--- config.mk ---
export PLATFORM = sky130hd
export DESIGN_NAME = uart_tx_byte_path
export DESIGN_NICKNAME = d
export VERILOG_FILES = /design/src/rtl/uart_tx_byte_path.sv
export SDC_FILE = /design/constraint.sdc
export NUM_CORES = 1
export LEC_CHECK = 0
export ABC_CLOCK_PERIOD_IN_PS = 5880
export BUFFER_PORTS_ARGS = -buffer_cell sky130_fd_sc_hd__buf_2
export CAP_MARGIN = 20
export CORE_MARGIN = 2
export CORE_UTILIZATION = 68
export CTS_CLUSTER_SIZE = 10
export DETAILED_ROUTE_END_ITERATION = 10
export PLACE_DENSITY = 0.93
export SLEW_MARGIN = 15
export SYNTH_ARGS = -nofsm -noshare
export SYNTH_HDL_FRONTEND = slang
export SYNTH_SLANG_ARGS = --single-unit
--- constraint.sdc ---
create_clock -name clk -period 5.88 [get_ports clk]
set_input_delay 0.588 -clock clk [delete_from_list [all_inputs] [get_ports clk]]
set_output_delay 0.588 -clock clk [all_outputs]
set_load 0.01 [all_outputs]
--- src/rtl/uart_tx_byte_path.sv ---
// Byte FIFO feeding an 8N1 UART serializer; bytes leave LSB-first on uart_tx.
// uart_tx is registered from the FSM state, so the line trails the state by one cycle.
module uart_tx_byte_path #(
  parameter int CLKS_PER_BIT = 868,
  parameter int FIFO_DEPTH   = 64
) (
  input  logic                          clk,
  input  logic                          rst,
  input  logic [7:0]                    fifo_wr_data,
  input  logic                          fifo_wr_en,
  output logic                          fifo_full,
  output logic                          fifo_empty,
  output logic [$clog2(FIFO_DEPTH):0]   fifo_count,
  input  logic                          tx_enable,
  output logic                          uart_tx,
  output logic                          tx_busy,
  output logic                          overflow_err,
  input  logic                          err_clear
);

  localparam int AW = $clog2(FIFO_DEPTH);
  localparam int CW = AW + 1;
  localparam int TW = $clog2(CLKS_PER_BIT);
  localparam logic [TW-1:0] TIMER_LAST = TW'(CLKS_PER_BIT - 1);
  localparam logic [CW-1:0] DEPTH_C    = CW'(FIFO_DEPTH);

  typedef enum logic [1:0] {IDLE, START, DATA, STOP} state_t;

  logic [7:0]    mem [FIFO_DEPTH];
  logic [AW-1:0] wr_ptr, rd_ptr;
  logic          push, pop;

  state_t        state, state_n;
  logic [TW-1:0] timer, timer_n;
  logic [2:0]    bit_idx, bit_idx_n;
  logic [7:0]    shift_reg, shift_n;
  logic          line_n, busy_q, timer_done;

  assign fifo_full  = (fifo_count == DEPTH_C);
  assign fifo_empty = (fifo_count == '0);
  assign push       = fifo_wr_en && !fifo_full;

  always_ff @(posedge clk) begin
    if (push) mem[wr_ptr] <= fifo_wr_data;
  end

  // Pointers wrap naturally at the power-of-two depth.
  always_ff @(posedge clk) begin
    if (rst) begin
      wr_ptr       <= '0;
      rd_ptr       <= '0;
      fifo_count   <= '0;
      overflow_err <= 1'b0;
    end else begin
      if (push) wr_ptr <= wr_ptr + AW'(1);
      if (pop)  rd_ptr <= rd_ptr + AW'(1);
      case ({push, pop})
        2'b10:   fifo_count <= fifo_count + CW'(1);
        2'b01:   fifo_count <= fifo_count - CW'(1);
        default: fifo_count <= fifo_count;
      endcase
      if (err_clear)                   overflow_err <= 1'b0;
      else if (fifo_wr_en && fifo_full) overflow_err <= 1'b1;
    end
  end

  assign timer_done = (timer == TIMER_LAST);

  always_comb begin
    state_n   = state;
    timer_n   = timer;
    bit_idx_n = bit_idx;
    shift_n   = shift_reg;
    pop       = 1'b0;
    line_n    = 1'b1;
    case (state)
      IDLE: begin
        if (tx_enable && !fifo_empty) begin
          pop       = 1'b1;
          shift_n   = mem[rd_ptr];
          timer_n   = '0;
          bit_idx_n = '0;
          state_n   = START;
        end
      end
      START: begin
        line_n = 1'b0;
        if (timer_done) begin
          timer_n = '0;
          state_n = DATA;
        end else begin
          timer_n = timer + TW'(1);
        end
      end
      DATA: begin
        line_n = shift_reg[0];
        if (timer_done) begin
          timer_n = '0;
          shift_n = {1'b0, shift_reg[7:1]};
          if (bit_idx == 3'd7) state_n = STOP;
          else                 bit_idx_n = bit_idx + 3'd1;
        end else begin
          timer_n = timer + TW'(1);
        end
      end
      STOP: begin
        line_n = 1'b1;
        if (timer_done) begin
          timer_n = '0;
          state_n = IDLE;
        end else begin
          timer_n = timer + TW'(1);
        end
      end
      default: state_n = IDLE;
    endcase
  end

  // busy_q covers the final stop-bit cycle still on the line after the FSM reaches IDLE.
  always_ff @(posedge clk) begin
    if (rst) begin
      state     <= IDLE;
      timer     <= '0;
      bit_idx   <= '0;
      shift_reg <= '0;
      uart_tx   <= 1'b1;
      busy_q    <= 1'b0;
    end else begin
      state     <= state_n;
      timer     <= timer_n;
      bit_idx   <= bit_idx_n;
      shift_reg <= shift_n;
      uart_tx   <= line_n;
      busy_q    <= (state != IDLE);
    end
  end

  assign tx_busy = busy_q || (state != IDLE) || !fifo_empty;

endmodule

**After elaboration in Yosys (flattened, before gate mapping)**

Memories as Yosys holds them, arrays and structs flattened. A register that Yosys moved wholly into a read port is not among the register bits.
Cells that the tools add are included.

- Bits in latches: 0
- Bits in registers: 45
- Memories kept: 1
- Bits in writable memories: 512
- Bits of input ports: 13
- Logic and storage cells: 72
- Memory bits (read-only): 0

Memories:

| name | words | width | rd ports | clocked after Yosys merged registers in | wr ports | line | source |
|---|---|---|---|---|---|---|---|
| mem | 64 | 8 | 1 | 1 | 1 | 29 | `logic [7:0] mem [FIFO_DEPTH];` |

- Eq/ne operators: 14
- Divide/modulo/power cells: 0
- Bitwise logic cells: 0
- Magnitude comparators: 0
- Shift operators: 0
- Reductions and logical operators: 17
- Add/subtract/negate cells: 6
- $mul: 0
- Mux-type cells: 24

Operator list:

| operator | number |
|---|---|
| $mux 10 | 2 |
| $pmux 10 s2 | 1 |
| $mux 8 | 2 |
| $pmux 8 s2 | 1 |
| $pmux 7 s2 | 1 |
| $add 6x1->6 const B | 2 |
| $mux 6 | 2 |
| $ne 2x2->1 const B | 6 |
| $add 10x1->10 const B | 1 |
| $eq 10x10->1 const B | 1 |
| $mux 2 | 5 |
| $mux 3 | 3 |
| $pmux 2 s4 | 1 |
| $add 7x1->7 const B | 1 |
| $eq 7x7->1 const B | 1 |
| $logic_not 7->1 | 1 |
| $sub 7x1->7 const B | 1 |
| $eq 2x2->1 const B | 3 |
| $pmux 3 s2 | 1 |
| $reduce_bool 2->1 | 3 |
| $reduce_and 5->1 | 1 |
| $eq 2x1->1 const B | 2 |
| $mux 1 | 4 |
| $reduce_and 4->1 | 1 |
| other kinds (10) | 14 |

**Longest topological paths before layout**

- Word-level depth: 7
- Gate-level depth with buffers: 17
- Mapped depth without buffers: 13

**Worst setup path after synthesis**

Ideal clock, no wire load.

- Path type: reg-to-reg
- From: register state[0]
- To: register fifo_count[6]
- Slack: 2.823 ns
- Arrival time: 2.925 ns
- Path buffers: 4
- Stages on the path, launching flop included: 17
- Cell sequence: dfxtp_1 inv_1 ha_1 clkbuf_1 nand2_1 a21o_1 buf_2 inv_2 ha_1 clkbuf_1 clkbuf_1 xor2_1 ha_1 a21o_1 a221oi_1 o31a_1 nor3_1

- Longest elaborated chain between the ends: 4
- Elaborated cells between the ends (all ways): 6

RTL lines:

| item | line | source |
|---|---|---|
| start, declared | 33 | `state_t state, state_n;` |
| start signal, assigned | 129 | `state <= state_n;` |
| $logic_not 2->1 (*) | 76 | `case (state)` |
| $mux 1 (*) | 76 |  |
| named net pop | 31 | `logic push, pop;` |
| $eq 2x1->1 or $eq 2x2->1 (tied branches) | 57 | `case ({push, pop})` |
| $pmux 7 s2 or $reduce_bool 2->1 (tied branches) | n/a |  |
| end signal, assigned | 58 | `2'b10: fifo_count <= fifo_count + CW'(1);` |
| end signal, assigned | 59 | `2'b01: fifo_count <= fifo_count - CW'(1);` |
| end signal, assigned | 60 | `default: fifo_count <= fifo_count;` |
| end, declared | 13 | `output logic [$clog2(FIFO_DEPTH):0] fifo_count,` |

The timed path passes the listed nets; every way through them passes the cells marked *.
A chain may end at the register's enable or synchronous reset.

**Final worst setup path**

- From: register fifo_count[3]
- To: memory mem[59][4] (enable)

- Longest elaborated chain between the ends: 5

RTL lines:

| item | line | source |
|---|---|---|
| $eq 7x7->1 | 39 | `assign fifo_full = (fifo_count == DEPTH_C);` |
| $logic_not 1->1 | 41 | `assign push = fifo_wr_en && !fifo_full;` |
| $logic_and 1x1->1 | 41 |  |
| $mux 1 | 44 | `if (push) mem[wr_ptr] <= fifo_wr_data;` |
| $mux 1 (not written as such) | 44 |  |
| end, declared | 29 |  |

Every way passes these cells.

==> summary.md <==
| Metric | Value |
|---|---|
| Run status | finished clean |
| Max cap viols | 0 |
| Antenna violations before repair | 2 |
| DIE HEIGHT | around 190 um |
| Pin count of the biggest net entering global routing | 86 |
| Synth top cells by count | edfxtp_1 (512), nor2_1 (119), mux4_2 (108) |
| Fraction of layout cells with a size suffix above 1 | between 10% and 20% |
| Leak | roughly 7.7 nW |
| Post-layout util | roughly 75% |
| Overall Power | slightly below 0.01 W |
| Slew Viols, Final | 0 |
| Worst hold path class | primary input to register |
| Register area share after synthesis | between 70 and 80% |
| Pwr per Cell Area | between 300 and 400 nW/um2 |
| Most frequent CP cell | nor2_1 |
| Netlist cell types | between 70 and 80 |
| Hpwl dp | around 30 mm |
| EDFF count, synth | ~500 |
| Period utilisation layout | a little under 60% |
| Net Sw Frac | a little over a quarter |
| CTS HTree Levels | 3 |
| Crit path max-delay cell type | nor2_1 |
| Max FFs per register | 512 |
| First-pass iteration count of the detailed router | 10 |
| Clock power frac | between 30 and 40% |
| GPL Wtd Cong | ~0.93 |
| Req. time, crit path | about 6.1 ns |
| Die area | between 30000 and 40000 um2 |
| Die Wd | roughly 190 um |
| # DRC | 0 |
| Leading area contributor after synthesis | edfxtp_1 |
| Max-slew headroom | about 29% |
| Clk root buf | clkbuf_16 |
| Most frequent cell after synthesis | edfxtp_1 |
| CTS tree | yes |
| Crit-path max FO | 11 |
| Placed Instances | 1704 |
| Post-DR wirelength/cell | between 30 and 40 um |
| Synth Instances | around 1300 |
| Share of the synthesized area in the top cell type | a little under 70% |
| # Post-CTS Setup Buffers | 0 |
| Max Root-Sink Buffers | 3 |
| Unrepaired setup endpoints after global routing | no |
| NumNets Final | between 1000 and 1500 |
| Num ports | 25 |
| Max stage delay on crit path | 0.88 ns |
| Max Clock Freq | approximately 0.29 GHz |
| CTS sink cnt | ~560 |
| Crit end category | register |
| Mapped Area | between 20000 and 25000 um2 |
| Number of global-route vias before repair | roughly 13000 |
| Reg power frac | 47.2% |
| CTS Hold Buffers Added | 0 |
| Gr usage total | around 33% |
| Worst-skew pair later-pin latency | slightly below 0.6 ns |
| Clock-pin slew on the worst setup and hold paths | around 0.050 ns |
| Number of synthesized register bits | 563 |
| Antenna Nets Post-Route | 0 |
| Global-route wire length before repair | between 80 and 90 mm |
| Final setup fails | 0 |
| Synth Warn # | 0 |
| Final WL | around 57 mm |
| Post-synth ARST share | 0% |
| Initial Util | roughly 69% |
| Vias per cell | about 7.3 |
| TritonCTS Buffers | 66 |
| PostCTS Resize Cnt | 0 |
| Setup TNS | 0 ns |
| Clock skew | roughly 0.035 ns |
| Internal power | roughly 0.0072 W |
| Count of non-filler cells in the finished layout | between 1500 and 2000 |
| DR vias | roughly 13000 |
| Top delay family on crit path | simple AND/OR/NAND/NOR gates |
| FP Rows | between 60 and 70 |
| Fin crit period | about 3.4 ns |
| Ys flop type | edfxtp_1 |
| Cell Chain, Critical Path | nor4_4 > a31oi_2 > inv_1 > nor2_1 > nand3_1 > nor2_1 |
| Total congestion overflow | 0 |
| Syn Nets | between 1000 and 1500 |
| Arrival @ worst endpoint | ~3.6 ns |
| Pre-CTS setup slack | ~2.6 ns |
| Worst Path Class, Setup | register to register |
| Comb power frac | roughly 16% |
| Fin. Hold Viols | 0 |
| Area of the core | 33300 um2 |
| Crit path buffers/inverters | 1 |
| Area added between synthesis and finish | 9.67% |
| Syn_area_per_cell | 17.5 um2 |
| Switching power total | roughly 0.0026 W |
| VDD IR max | 0.000329 V |
| Critical Path Start Type | register |
| Worst Max-Slew Pin Slew | 1.06 ns |
| Port-buffer cells | 24 |
| Ranking of synthesized cells by area | edfxtp_1 (67%), mux4_2 (11%), dfxtp_1 (4.5%) |
| DR iter-0 viols | 2503 |
| Worst setup margin | between 2 and 2.5 ns |
logic make-up after synthesis:
group	Yosys count	share of synthesized area, %
multiplexers	179	13.8
adder cells (fa/ha/maj)	12	0.658
AO/OA/AOI/OAI	122	3.76
AND/OR/NAND/NOR	314	6.93
flip-flops	563	71.9
XOR/XNOR	23	0.883
buffers and inverters	88	2.10
layout by cell type, fill, tap and decap left out, types with 11 or more instances in the layout:
cell type / netlist / final
o21ai_0: 12 / 12
nand2b_1: 12 / 12
nor2_1: 119 / 119
a21oi_1: 22 / 22
nand3_1: 26 / 26
xor2_1: 15 / 15
nand4_1: 15 / 15
clkbuf_1: 21 / 25
ha_1: 12 / 12
mux4_2: 108 / 108
nor3_1: 17 / 17
edfxtp_1: 512 / 512
dfxtp_1: 51 / 47
inv_1: 11 / 11
buf_4: 7 / 11
a22oi_1: 18 / 18
mux2i_1: 65 / 65
nand2_1: 46 / 46
buf_2: 29 / 17
nor2b_1: 23 / 23
clkbuf_16: 0 / 66
a211oi_1: 14 / 14
path summary, 6_finish.rpt:
check                              startpoint           end  slack, ns  cells after the start
worst max-delay path            fifo_count[3]    mem[59][4]       2.46                      6
worst min-delay path                err_clear  overflow_err       0.18                      2
worst min register to register   overflow_err  overflow_err       0.53                      2
worst max register to register  fifo_count[3]    mem[59][4]       2.46                      6
cell type report:
type                    instances  area (um2)
multi-input cells             650        5940
inverters                      13        48.8
fillers                      1641        8260
clock inverters                 8        73.8
clock buffers                  92        1760
diodes                          1        2.50
flip-flops and latches        563       16400
well taps                     448         561
repair buffers                 31         228
worst register-to-register path: stages (launching register included):
cell,delay [ns]
dfxtp_1,0.60
nor4_4,0.11
a31oi_2,0.37
inv_1,0.16
nor2_1,0.25
nand3_1,0.66
nor2_1,0.88
routing by layer:
| layer | routed length [um] | GRT usage [%] | vias up |
|---|---|---|---|
| li1 | - | - | 5204 |
| met1 | 19400 | 44.3 | 6495 |
| met3 | 7110 | 9.70 | 269 |
| met2 | 27400 | 53.0 | 1183 |
| met5 | 0 | 0 | - |
| met4 | 3020 | 14.2 | 0 |
power groups by stage:
stage	logic, W	registers, W	clock network [W]
after global placement	0.00139	0.00469	0
after global routing	0.00163	0.00464	0.00377
after floorplan	0.00118	0.00459	0
final	0.00155	0.00462	0.00362
after CTS	0.00149	0.00462	0.00362
after detailed placement	0.00145	0.00470	0
metrics by stage:
stage	hold slack, ns	cell area (um2)
2_1_floorplan	0.463	22800
3_3_place_gp	0.487	23100
3_5_place_dp	0.504	23100
4_1_cts	0.167	25000
5_1_grt	0.174	25000
6_report	0.176	25000
Power figures use the tool's default switching activity.
